===== config.mk =====
export PLATFORM = sky130hd
export DESIGN_NAME = fht_input_loader
export DESIGN_NICKNAME = d
export VERILOG_FILES = /design/src/rtl/fht_input_loader.sv
export SDC_FILE = /design/constraint.sdc
export NUM_CORES = 1
export LEC_CHECK = 0
export ABC_CLOCK_PERIOD_IN_PS = 1450
export CAP_MARGIN = 20
export CORE_ASPECT_RATIO = 1.25
export CORE_MARGIN = 5
export CORE_UTILIZATION = 39
export DETAILED_ROUTE_END_ITERATION = 10
export PLACE_DENSITY = 0.76
export SETUP_SLACK_MARGIN = 0.05
export SYNTH_ARGS = -nofsm -noshare
export SYNTH_HDL_FRONTEND = slang
export SYNTH_SLANG_ARGS = --single-unit

===== constraint.sdc =====
create_clock -name iCLK -period 1.45 [get_ports iCLK]
set_input_delay 0.435 -clock iCLK [delete_from_list [all_inputs] [get_ports iCLK]]
set_output_delay 0.435 -clock iCLK [all_outputs]
set_load 0.02 [all_outputs]

===== src/rtl/fht_input_loader.sv =====
// fht_input_loader: scatters an N = 4*2^A_BIT sample frame into four FHT banks.
// Build option FHT_LOADER_BITREV_EN selects bit-reversed scatter (natural order otherwise).
module fht_input_loader #(
   parameter int A_BIT = 8,
   parameter int D_BIT = 16
) (
   input  logic             iCLK,
   input  logic             iRESET,
   input  logic             iVALID,
   input  logic [D_BIT-1:0] iDATA,
   output logic             oREADY,
   input  logic             iFHT_RDY,
   output logic             oSTART,
   output logic [3:0]       oWE,
   output logic [A_BIT-1:0] oADDR_WR,
   output logic [D_BIT-1:0] oDATA,
   output logic [A_BIT+1:0] oCNT,
   output logic             oBUSY
);

   localparam int C_BIT = A_BIT + 2;
   localparam logic [C_BIT-1:0] C_LAST = '1;

   typedef enum logic [2:0] {
      S_IDLE,
      S_LOAD,
      S_FLUSH,
      S_START,
      S_WAIT
   } state_t;

   state_t           r_state;
   state_t           w_next;
   logic [C_BIT-1:0] r_cnt;
   logic [C_BIT-1:0] w_rev;
   logic [3:0]       w_bank_oh;
   logic [3:0]       r_we;
   logic [A_BIT-1:0] r_addr;
   logic [D_BIT-1:0] r_data;
   logic             w_acc;

   assign w_acc = (r_state == S_LOAD) && iVALID;

`ifdef FHT_LOADER_BITREV_EN
   // bank/address index is the sample number mirrored over all counter bits
   always_comb begin
      w_rev = '0;
      for (int i = 0; i < C_BIT; i++) begin
         w_rev[i] = r_cnt[C_BIT-1-i];
      end
   end
`else
   // source already delivers bit-reversed frames, scatter in natural order
   always_comb begin
      w_rev = r_cnt;
   end
`endif

   // top two index bits pick the bank, one-hot
   always_comb begin
      w_bank_oh = 4'b0001 << w_rev[C_BIT-1:C_BIT-2];
   end

   // state register
   always_ff @(posedge iCLK or posedge iRESET) begin
      if (iRESET) begin
         r_state <= S_IDLE;
      end else begin
         r_state <= w_next;
      end
   end

   // next state and state-decoded handshake/status outputs
   always_comb begin
      w_next = r_state;
      oREADY = 1'b0;
      oSTART = 1'b0;
      oBUSY  = 1'b0;
      unique case (r_state)
         S_IDLE: begin
            if (iFHT_RDY) w_next = S_LOAD;
         end
         S_LOAD: begin
            oREADY = 1'b1;
            if (w_acc && (r_cnt == C_LAST)) w_next = S_FLUSH;
         end
         S_FLUSH: begin
            oBUSY  = 1'b1;
            w_next = S_START;
         end
         S_START: begin
            oBUSY  = 1'b1;
            oSTART = 1'b1;
            w_next = S_WAIT;
         end
         S_WAIT: begin
            oBUSY = 1'b1;
            if (iFHT_RDY) w_next = S_LOAD;
         end
         default: w_next = S_IDLE;
      endcase
   end

   // sample counter and registered bank write port
   always_ff @(posedge iCLK or posedge iRESET) begin
      if (iRESET) begin
         r_cnt  <= '0;
         r_we   <= '0;
         r_addr <= '0;
         r_data <= '0;
      end else begin
         r_we <= '0;
         if (w_acc) begin
            r_cnt  <= r_cnt + C_BIT'(1);
            r_we   <= w_bank_oh;
            r_addr <= w_rev[A_BIT-1:0];
            r_data <= iDATA;
         end
      end
   end

   assign oWE      = r_we;
   assign oADDR_WR = r_addr;
   assign oDATA    = r_data;
   assign oCNT     = r_cnt;

endmodule


Word level (Yosys, flattened, before mapping)
Index checks and enable logic that the tools add are counted.
W data, S select, Z words.
{"block": "totals", "reg_bits": 41, "output_inout_bits": 41, "wordCells": 27}
{"block": "op_classes", "add_sub_neg": 1, "eq_ne": 7, "n_shift": 1, "n_mux": 7, "reduce_logical": 6}
{"operator": "$pmux W3 S4", "count": 1}
{"operator": "$add A10 B1 Y10 const B", "count": 1}
{"operator": "$eq A10 B10 Y1 const B", "count": 1}
{"operator": "$eq A3 B2 Y1 const B", "count": 2}
{"operator": "$mux W3", "count": 2}
{"operator": "$mux W4", "count": 1}
{"operator": "$ne A2 B1 Y1 const B", "count": 2}
{"operator": "$shl A1 B2 Y4 const A", "count": 1}
{"operator": "$eq A3 B1 Y1 const B", "count": 1}
{"operator": "$eq A3 B3 Y1 const B", "count": 1}
{"operator": "$logic_not A3 Y1", "count": 1}
{"operator": "$mux W1", "count": 3}
{"operator": "$reduce_or A3 Y1", "count": 1}
{"operator": "$logic_and A1 B1 Y1", "count": 2}
{"operator": "$reduce_and A2 Y1", "count": 1}
{"operator": "$reduce_or A2 Y1", "count": 1}

Depth between registers and ports, before layout
{"block": "logic_depth", "word_depth": 5, "depth_mapped": 5}

Worst setup path after synthesis
No wires, ideal clock.
{"block": "synth_timing", "kind": "reg2reg", "startpoint": "reg r_cnt[0], in the netlist oCNT[0]", "endpoint": "reg r_state[0]", "setup_time_ps": 122, "t_arrival_ps": 1469, "required_ps": 1328, "path_slack_ps": -141, "path_stages_with_launch": 5, "synth_period_minus_slack_ps": 1591, "cell_sequence": "dfrtp_1 > ha_1 > nand3_1 > or4_4 > o2bb2ai_1"}
{"block": "synth_via", "elab_chain_cells": 4}
{"element": "start, declared", "line_no": "34", "source": "logic [C_BIT-1:0] r_cnt;"}
{"element": "start signal, assigned", "line_no": "114", "source": "r_cnt <= r_cnt + C_BIT'(1);"}
{"element": "$eq A10 B10 Y1", "line_no": "85", "source": "if (w_acc && (r_cnt == C_LAST)) w_next = S_FLUSH;"}
{"element": "$logic_and A1 B1 Y1", "line_no": "85"}
{"element": "$ne A2 B1 Y1 (no source line)"}
{"element": "$reduce_and A2 Y1 (no source line)"}
{"element": "end signal, assigned", "line_no": "69", "source": "r_state <= w_next;"}
{"element": "end, declared", "line_no": "32", "source": "state_t r_state;"}
Every way passes these cells.
A chain may end at the register's enable or synchronous reset.

Final worst setup path
{"block": "layout_timing", "startpoint": "reg r_state[2]", "endpoint": "out oREADY"}
{"block": "layout_via", "elab_chain_cells": 2}
{"element": "$eq A3 B1 Y1", "line_no": "79", "source": "unique case (r_state)"}
{"element": "$mux W1", "line_no": "79"}
{"element": "end, declared", "line_no": "11", "source": "output logic oREADY,"}
Every way passes these cells.

==> metrics.txt <==
most frequent cell after synthesis nand2_1; layout cells sized above 1 57.35%; global-route wire length before repair 8031 um; Post-synth EDFFs 0; Syn Nets 190; Placer Congestion 0.8146; failing checks negative setup slack; 1st-pass router iterations 4; unrepaired setup endpoints after global routing yes; CP Max Fanout 4; Worst Setup Slack, final -0.1891 ns; worst skew pair latency 0.30 ns; Row Count 26; post-place setup slack -0.3699 ns; Total Nets Final 292; Sinks on Clock Net 41; Final min period 1.639 ns; initial core utilization 40.34%; Vias/cell 4.780; Crit. End Element output port; routed via count 1568; PortBufs 60; CTS tree done; hold_buf cts 0; largest net degree at the start of global routing 14; core footprint 0.004066 mm^2; Commonest cells post-synth 82 x nand2_1, 41 x dfrtp_1, 7 x xor2_1, 4 x clkbuf_1; width of the die 68.01 um; leakage 1.632 nW; Yosys warning total 0; max-cap violations 0; CTS buffer count 5; Mean Syn Cell Area 9.706 um^2; Die Area 0.005611 mm^2; Final Slew Violations 0; DRC Markers 0; final wirelength 5602 um; GRT overflow 0; Worst R2R Start r_state[1]; fin area 0.003123 mm^2; drt wl/cell 17.08 um; CP Launch Type flip-flop; GR Util All Layers 19.78%; Clock Tree Root clkbuf_8; Slew HR 65.64%; antenna violations before repair 0; Worst Path Arrival 1.20 ns; dominant cell type by area after synthesis dfrtp_1; number of setup violations in the final report 37; CP endpoint oREADY; diodes inserted 0; Mapped Cells 169; Routed Antenna Nets 0; Worst-path clk slew 0.09 ns; flop-to-flop setup slack -0.16 ns; outcome complete, but fails checks; Top Ports 61; number of global-route vias before repair 1609; CP required 1.02 ns; worst r2r path cells 5; dpl hpwl 3057 um; Max clock buf depth 2; dpl cell area 0.002567 mm^2; Setup CP Type reg -> out; Fin. Hold Viols 0; Area growth syn-to-layout 90.39%; Initial DRC Count 47; die height 82.51 um; final worst-path cycle share 113.0%; library cells used by synthesis 25; largest cells by area after synthesis dfrtp_1 63%, nand2_1 19%, xor2_1 3.7%; share of the synthesized area in the top cell type 62.55%; peak supply drop 0.9958 mV; Worst-Margin Slew 0.5140 ns; Post-synth ARST share 100.0%; FF+latch count, synth 41; Most used DFF post-synth dfrtp_1; Pwr Density 1674 mW/mm^2; CP Launch Point r_state[2]; post-synthesis sequential area ratio 62.55%; H-tree lvl count 2; final clock skew 0.01121 ns; hold slack 0.4743 ns; Max Clk Rate 610.1 MHz; worst r2r dst oCNT[8]; cell area after synthesis 0.001640 mm^2; min-delay worst type in -> async
==> flip-flops by register name, summed over array words and instances (netlist names) <==
| name | cells |
|---|---|
| oDATA | 16 |
| oWE | 4 |
| oCNT | 10 |
| oADDR_WR | 8 |
| r_state | 3 |
==> how the worst min path moves through the flow <==
| stage | to | from | slack (ns) |
|---|---|---|---|
| after CTS | oCNT[9] | iRESET | 0.48 |
| after global routing | oCNT[9] | iRESET | 0.49 |
| final | oCNT[7] | iRESET | 0.47 |
| after floorplan | oADDR_WR[0] | iRESET | 0.42 |
| after global placement | oDATA[2] | oDATA[2] | 0.46 |
| after detailed placement | oDATA[4] | oDATA[4] | 0.46 |
==> routing by layer <==
layer / wire length [um] / global-route usage (%)
met1: 2082 / 21.42
met2: 3059 / 35.78
met3: 286 / 5.142
met4: 174 / 8.350
met5: 0 / 0
==> where the power goes <==
part / total (mW) / leakage [nW] / internal (mW) / switching (mW)
Clock: 1.10 / 0.0681 / 0.684 / 0.411
Combinational: 2.42 / 1.05 / 1.10 / 1.31
Sequential: 1.72 / 0.516 / 1.45 / 0.263
==> per-stage QoR <==
step / power, mW / cells / TNS [ns] / utilization [%]
final: 5.227 / 328 / -2.824 / 76.80
after global routing: 5.498 / 328 / -4.238 / 76.80
after CTS: 4.895 / 317 / -0.9696 / 73.51
after detailed placement: 3.628 / 305 / -9.632 / 63.14
after global placement: 3.587 / 305 / -9.286 / 63.14
after floorplan: 2.544 / 169 / -0.003099 / -
==> final cells by class <==
| type | instances | area (um^2) |
|---|---|---|
| sequential | 41 | 1031 |
| timing repair buffer | 102 | 959.7 |
| fill | 265 | 943.4 |
| multi-input combinational | 119 | 917.1 |
| tap | 56 | 70.07 |
| clock buffer | 5 | 68.82 |
| clock inverter | 3 | 65.06 |
| inverter | 2 | 11.26 |
==> what timing repair did <==
action	CTS	global route
gates cloned	3	2
setup buffers	1	10
gates resized for setup	175	89
pin swaps	15	55
setup endpoints to repair	61	69
==> placed cells by master (no fill, tap or decap), types with 2 or more instances in the layout <==
| cell | netlist | routed |
|---|---|---|
| bufinv_16 | 0 | 2 |
| buf_2 | 3 | 32 |
| nand2_4 | 0 | 15 |
| nor4_4 | 0 | 3 |
| clkbuf_2 | 0 | 3 |
| buf_16 | 0 | 2 |
| dfrtp_1 | 41 | 37 |
| nor3b_2 | 0 | 3 |
| dfrtp_2 | 0 | 4 |
| nand4_1 | 2 | 2 |
| xor2_1 | 7 | 7 |
| clkbuf_8 | 0 | 5 |
| buf_12 | 0 | 8 |
| xnor2_1 | 2 | 2 |
| nor3_4 | 0 | 3 |
| clkdlybuf4s50_1 | 0 | 19 |
| nand2_2 | 0 | 26 |
| buf_6 | 0 | 6 |
| nor2_4 | 0 | 2 |
| clkdlybuf4s15_2 | 0 | 3 |
| nand2_1 | 82 | 41 |
| clkbuf_16 | 0 | 3 |
| buf_4 | 0 | 25 |
==> kinds of logic after synthesis <==
kind of cell	after synthesis	share of synthesized area (%)
AO/OA/AOI/OAI	4	1.602
XOR/XNOR	9	4.806
adder cells (fa/ha/maj)	1	0.7627
buffers and inverters	9	2.288
flip-flops	41	62.55
AND/OR/NAND/NOR	105	27.99
==> worst max-delay path: stages, from the launching register on <==
cell	delay, ns
dfrtp_2	0.45
nor3b_2	0.27
buf_4	0.19
No activity file was read; power rests on OpenSTA's default activity.
